[src/rtl/fwrisc_mem_arb.sv]
// fwrisc_mem_arb: three-way arbiter for one single-port synchronous 32-bit memory.
// Requesters: UART program loader, core data port and core instruction port.
// The grant is combinational on the memory port in cycle N. The owner is registered
// and its ready pulses in cycle N+1, together with the read data.
// Optional build macro FWRISC_MEM_ARB_STATS_EN adds grant and stall counters.
module fwrisc_mem_arb #(
  parameter int MEM_AW   = 12,
  parameter int MAX_WAIT = 4
) (
  input  logic              clock,
  input  logic              reset,
  input  logic              load_active,
  input  logic              ld_valid,
  input  logic [31:0]       ld_addr,
  input  logic [31:0]       ld_wdata,
  output logic              ld_ready,
  input  logic              dvalid,
  input  logic [31:0]       daddr,
  input  logic [31:0]       dwdata,
  input  logic [3:0]        dstrb,
  input  logic              dwrite,
  output logic [31:0]       drdata,
  output logic              dready,
  input  logic              ivalid,
  input  logic [31:0]       iaddr,
  output logic [31:0]       idata,
  output logic              iready,
  output logic              mem_en,
  output logic              mem_we,
  output logic [3:0]        mem_strb,
  output logic [MEM_AW-1:0] mem_addr,
  output logic [31:0]       mem_wdata,
  input  logic [31:0]       mem_rdata
`ifdef FWRISC_MEM_ARB_STATS_EN
  ,
  output logic [31:0]       stat_d_grants,
  output logic [31:0]       stat_i_grants,
  output logic [31:0]       stat_i_stall
`endif
);

  localparam int SW = $clog2(MAX_WAIT + 1);

  typedef enum logic [1:0] {
    OWN_NONE = 2'd0,
    OWN_LD   = 2'd1,
    OWN_D    = 2'd2,
    OWN_I    = 2'd3
  } owner_t;

  owner_t          g_q;
  owner_t          gnt;
  logic [SW-1:0]   starve_cnt;
  logic            ld_req;
  logic            d_req;
  logic            i_elig;
  logic            i_req;
  logic            starved;

  // Only the word-address bits of each byte address reach the memory.
  logic            unused_addr_bits;
  assign unused_addr_bits = &{1'b0, ld_addr, daddr, iaddr};

  // Arbitration: the requester being answered this cycle sits out; reset blocks all grants.
  always_comb begin
    ld_req  = ld_valid && (g_q != OWN_LD);
    d_req   = dvalid && (g_q != OWN_D);
    i_elig  = ivalid && !load_active;
    i_req   = i_elig && (g_q != OWN_I);
    starved = (starve_cnt == SW'(MAX_WAIT));
    gnt     = OWN_NONE;
    if (!reset) begin
      if (ld_req)                gnt = OWN_LD;
      else if (starved && i_req) gnt = OWN_I;
      else if (d_req)            gnt = OWN_D;
      else if (i_req)            gnt = OWN_I;
    end
  end

  // Memory port driven directly from the winner in the grant cycle.
  always_comb begin
    mem_en    = 1'b0;
    mem_we    = 1'b0;
    mem_strb  = 4'h0;
    mem_addr  = '0;
    mem_wdata = 32'h0;
    case (gnt)
      OWN_LD: begin
        mem_en    = 1'b1;
        mem_we    = 1'b1;
        mem_strb  = 4'hF;
        mem_addr  = ld_addr[MEM_AW+1:2];
        mem_wdata = ld_wdata;
      end
      OWN_D: begin
        mem_en    = 1'b1;
        mem_we    = dwrite;
        mem_strb  = dstrb;
        mem_addr  = daddr[MEM_AW+1:2];
        mem_wdata = dwdata;
      end
      OWN_I: begin
        mem_en    = 1'b1;
        mem_addr  = iaddr[MEM_AW+1:2];
      end
      default: ;
    endcase
  end

  // Grant owner register and instruction starvation counter.
  always_ff @(posedge clock) begin
    if (reset) begin
      g_q        <= OWN_NONE;
      starve_cnt <= '0;
    end else begin
      g_q <= gnt;
      if ((gnt == OWN_I) || !i_elig)
        starve_cnt <= '0;
      else if (!starved)
        starve_cnt <= starve_cnt + SW'(1);
    end
  end

  // Completion side: reset suppresses a ready still pending from the previous grant.
  assign ld_ready = (g_q == OWN_LD) && !reset;
  assign dready   = (g_q == OWN_D) && !reset;
  assign iready   = (g_q == OWN_I) && !reset;
  assign drdata   = dready ? mem_rdata : 32'h0;
  assign idata    = iready ? mem_rdata : 32'h0;

`ifdef FWRISC_MEM_ARB_STATS_EN
  // Wrapping grant and fetch-stall counters.
  always_ff @(posedge clock) begin
    if (reset) begin
      stat_d_grants <= 32'h0;
      stat_i_grants <= 32'h0;
      stat_i_stall  <= 32'h0;
    end else begin
      if (gnt == OWN_D)            stat_d_grants <= stat_d_grants + 32'h1;
      if (gnt == OWN_I)            stat_i_grants <= stat_i_grants + 32'h1;
      if (i_elig && gnt != OWN_I)  stat_i_stall  <= stat_i_stall + 32'h1;
    end
  end
`endif

endmodule

[config.mk]
export PLATFORM = sky130hd
export DESIGN_NAME = fwrisc_mem_arb
export DESIGN_NICKNAME = d
export VERILOG_FILES = /design/src/rtl/fwrisc_mem_arb.sv
export SDC_FILE = /design/constraint.sdc
export NUM_CORES = 1
export LEC_CHECK = 0
export ABC_AREA = 1
export ABC_CLOCK_PERIOD_IN_PS = 3960
export BUFFER_PORTS_ARGS = -buffer_cell sky130_fd_sc_hd__buf_2
export CORE_AREA = 2 2 125 127
export DETAILED_ROUTE_END_ITERATION = 10
export DIE_AREA = 0 0 127 129
export GPL_TIMING_DRIVEN = 0
export PLACE_DENSITY = 0.44
export RECOVER_POWER = 25
export SKIP_LAST_GASP = 1
export SLEW_MARGIN = 20
export SYNTH_ARGS = -nofsm -noshare
export SYNTH_HDL_FRONTEND = slang
export SYNTH_SLANG_ARGS = --single-unit
[constraint.sdc]
create_clock -name clock -period 3.96 [get_ports clock]
set_clock_uncertainty 0.15 [all_clocks]
set_input_delay 0.594 -clock clock [delete_from_list [all_inputs] [get_ports clock]]
set_output_delay 0.594 -clock clock [all_outputs]
set_load 0.02 [all_outputs]
==> flow_metrics.py <==
metrics = {
    "synth": {
        "synth_top_cell_area_share_pct": 23.4,
        "syn_avg_cell_area_um2": 5.38,
        "synthesis.area_mm2": 0.00176,
        "yosysUniqueCellTypes": 22,
        "synth.ff_latch_count": 5,
        "synth_area_leaders": "nand3_2 23%, nand2_1 19%, nor2_1 15%, nand3_1 9.7%, inv_1 9.0%",
        "yosys_warnings": 0,
        "synthCells": 326,
        "synth_top_cell_by_area": "nand3_2",
        "syn_nets": 531,
        "synth_seq_area_share_pct": 5.70,
    },
    "clocking": {
        "hold_buffers": 0,
        "cts-root-buf": "clkbuf_16",
        "cts_max_level": 1,
        "postCtsSetupRepairBufs": 0,
        "clock_latency_ns": 0.23,
        "cts_sinks": 5,
        "cts_resized": 0,
        "cts_buffer_depth": 2,
        "numCtsBuffers": 3,
        "clk_pin_slew_ns": 0.03,
        "cts_tree": "yes",
    },
    "finish": {
        "seqCellArea_um2": 100,
        "finish.utilization_pct": 22.1,
        "num-fill-cells": 1752,
        "nNetsFinal": 794,
        "diodes": 0,
        "drive_above_1_share_pct": 50.7,
        "multi_input_area_mm2": 0.00131,
        "area_growth_syn_to_layout_pct": 88.9,
    },
    "sta": {
        "fin_ws_ns": 0.886,
        "hold_viol": 0,
        "fin_setup_tns_ns": 0,
        "whs_ns": 0.422,
        "period_minus_slack_ns": 3.07,
        "worst_pin_slew_ns": 0.824,
        "slew_headroom_pct": 45.1,
        "finalCritPeriodShare_pct": 77.6,
        "setup_violations": 0,
        "rsz0062_at_grt": "false",
        "fmax_mhz": 325,
        "maxSlewViolCount": 0,
    },
    "placement": {
        "dp_hpwl_um": 7440,
        "port_buffers": 258,
        "place_ws_ns": 1.15,
        "place_congestion": 0.711,
    },
    "routing": {
        "drtIter0Drc": 34,
        "drt_pass1_iterations": 4,
        "finalWirelength_um": 8700,
        "viasPerCell": 3.69,
        "num_vias": 2863,
        "ant_nets": 0,
        "drc_errors": 0,
        "wl_per_cell_um": 11.2,
    },
    "critical_path": {
        "critPathCaptureType": "output port",
        "path_max_fanout": 10,
        "path_cells": "buf_2 > inv_1 > nand3_1 > nand2_1 > nor2b_4 > buf_6 > clkbuf_1 > nand3_2 > nand2_1 > buf_2",
        "critPathMaxStageDelay_ns": 0.63,
        "critical_path_class": "in2out",
        "cp-start-kind": "primary input",
        "critical_path_buf_inv_count": 5,
        "worst_path_max_delay_cell": "clkbuf_1",
        "cp_top_family": "buffers and inverters",
        "cp.required_ns": 3.22,
        "worstPathArrival_ns": 2.33,
    },
    "global_route": {
        "grt.overflow.total": 0,
        "grtUsageTotal_pct": 9.37,
        "antenna_found_initial": 1,
        "grt_pass1_wl_um": 12100,
        "grt-busiest-layer": "met2",
        "grtUsageMet2_pct": 18.1,
        "grt_util_met3_pct": 1.08,
        "grt.met1_usage_pct": 11.0,
        "grt_max_degree": 11,
        "grt_pass1_vias": 2459,
    },
    "die": {
        "num_io_pins": 320,
        "core_mm2": 0.0150,
        "dieHeight_um": 129,
        "die_area_mm2": 0.0164,
        "placementRows": 45,
        "fp.dieW_um": 127,
        "initial_core_util_pct": 11.7,
    },
    "power": {
        "p_leak_nw": 2.11,
        "seqPwrFrac_pct": 10.0,
        "power_mw": 0.547,
        "p_int_mw": 0.316,
        "power.density_mw_per_mm2": 165,
        "power_frac_clock_pct": 29.9,
        "switchingPower_mw": 0.231,
        "switching_share_pct": 42.3,
        "combPwrFrac_pct": 60.1,
        "ir_worst_vdd_uv": 76.2,
    },
    "outcome": {
        "status": "finished clean",
    },
    "worst_hold_path": {
        "hp-class": "reg2reg",
    },
    "run": {
        "drv_cap": 0,
    },
}
==> cell usage after synthesis <==
master    count
o21ai_0       1
nand3_1      34
nor2_4        1
nor2b_4       1
buf_4         2
nand2_1      91
buf_8         3
dfxtp_1       5
clkbuf_1      9
buf_6         3
nor2_1       72
nand2_2       4
buf_12        1
a31oi_1       1
nand3_2      41
nor2_2        1
nand4_1       1
xor2_1        2
inv_1        42
ha_1          2
buf_2         6
inv_2         3
==> layout by cell type (no fill, tap or decap), drive strengths merged <==
cell / count
a31oi: 1
buf: 247
clkbuf: 39
clkinv: 1
dfxtp: 5
ha: 2
inv: 44
nand2: 95
nand3: 75
nand4: 1
nor2: 74
nor2b: 1
o21ai: 1
xor2: 2
==> power groups by stage <==
stage | registers (mW) | logic, mW | clock network, mW
final | 0.0546 | 0.328 | 0.164
after global routing | 0.0548 | 0.361 | 0.172
after CTS | 0.0546 | 0.338 | 0.168
after detailed placement | 0.0553 | 0.337 | 0
after global placement | 0.0552 | 0.339 | 0
after floorplan | 0.0550 | 0.186 | 0
==> per-layer routing <==
layer | share of wire (%) | up-vias
li1 | - | 1516
met1 | 41 | 1177
met2 | 50 | 162
met3 | 7.5 | 6
met4 | 0.85 | 2
met5 | 0.092 | -
==> final timing paths <==
path | start | endpoint | slack (ns) | depth (start not counted)
min | starve_cnt[0] | starve_cnt[0] | 0.42 | 3
min reg2reg | starve_cnt[0] | starve_cnt[0] | 0.42 | 3
max reg2reg | starve_cnt[0] | g_q[0] | 1.86 | 7
max | load_active | mem_wdata[29] | 0.89 | 10
==> state kept, by name (all words and copies together), names as in the netlist <==
register,count
starve_cnt,3
g_q,2
==> metrics by stage <==
stage                     cell area [um^2]  cells
after floorplan                       1760    326
final                                 3320    776
after detailed placement              3280    772
after global routing                  3320    776
after global placement                3280    772
after CTS                             3360    776
==> worst min-delay path: stages, from the launching register on <==
cell and delay (ns):
dfxtp_1 0.30, inv_1 0.08, xor2_1 0.07, nor2_1 0.09
==> layout make-up <==
class                      count  area share (%)
buffer                        24            4.98
clock buffer                   4            2.38
inverter                      45            5.09
multi-input combinational    252            39.4
sequential                     5            3.02
tap                          188            7.09
timing repair buffer         258            38.0
==> cells by family (layout without fill, tap and decap cells) <==
logic type | count (synthesis) | after routing | share of synthesized area [%]
simple gates | 246 | 246 | 71.5
fa+ha+maj | 2 | 2 | 1.43
buf+inv | 69 | 331 | 19.7
xor+xnor | 2 | 2 | 0.998
compound gates | 2 | 2 | 0.641
flops | 5 | 5 | 5.70
Power figures use the tool's default switching activity.
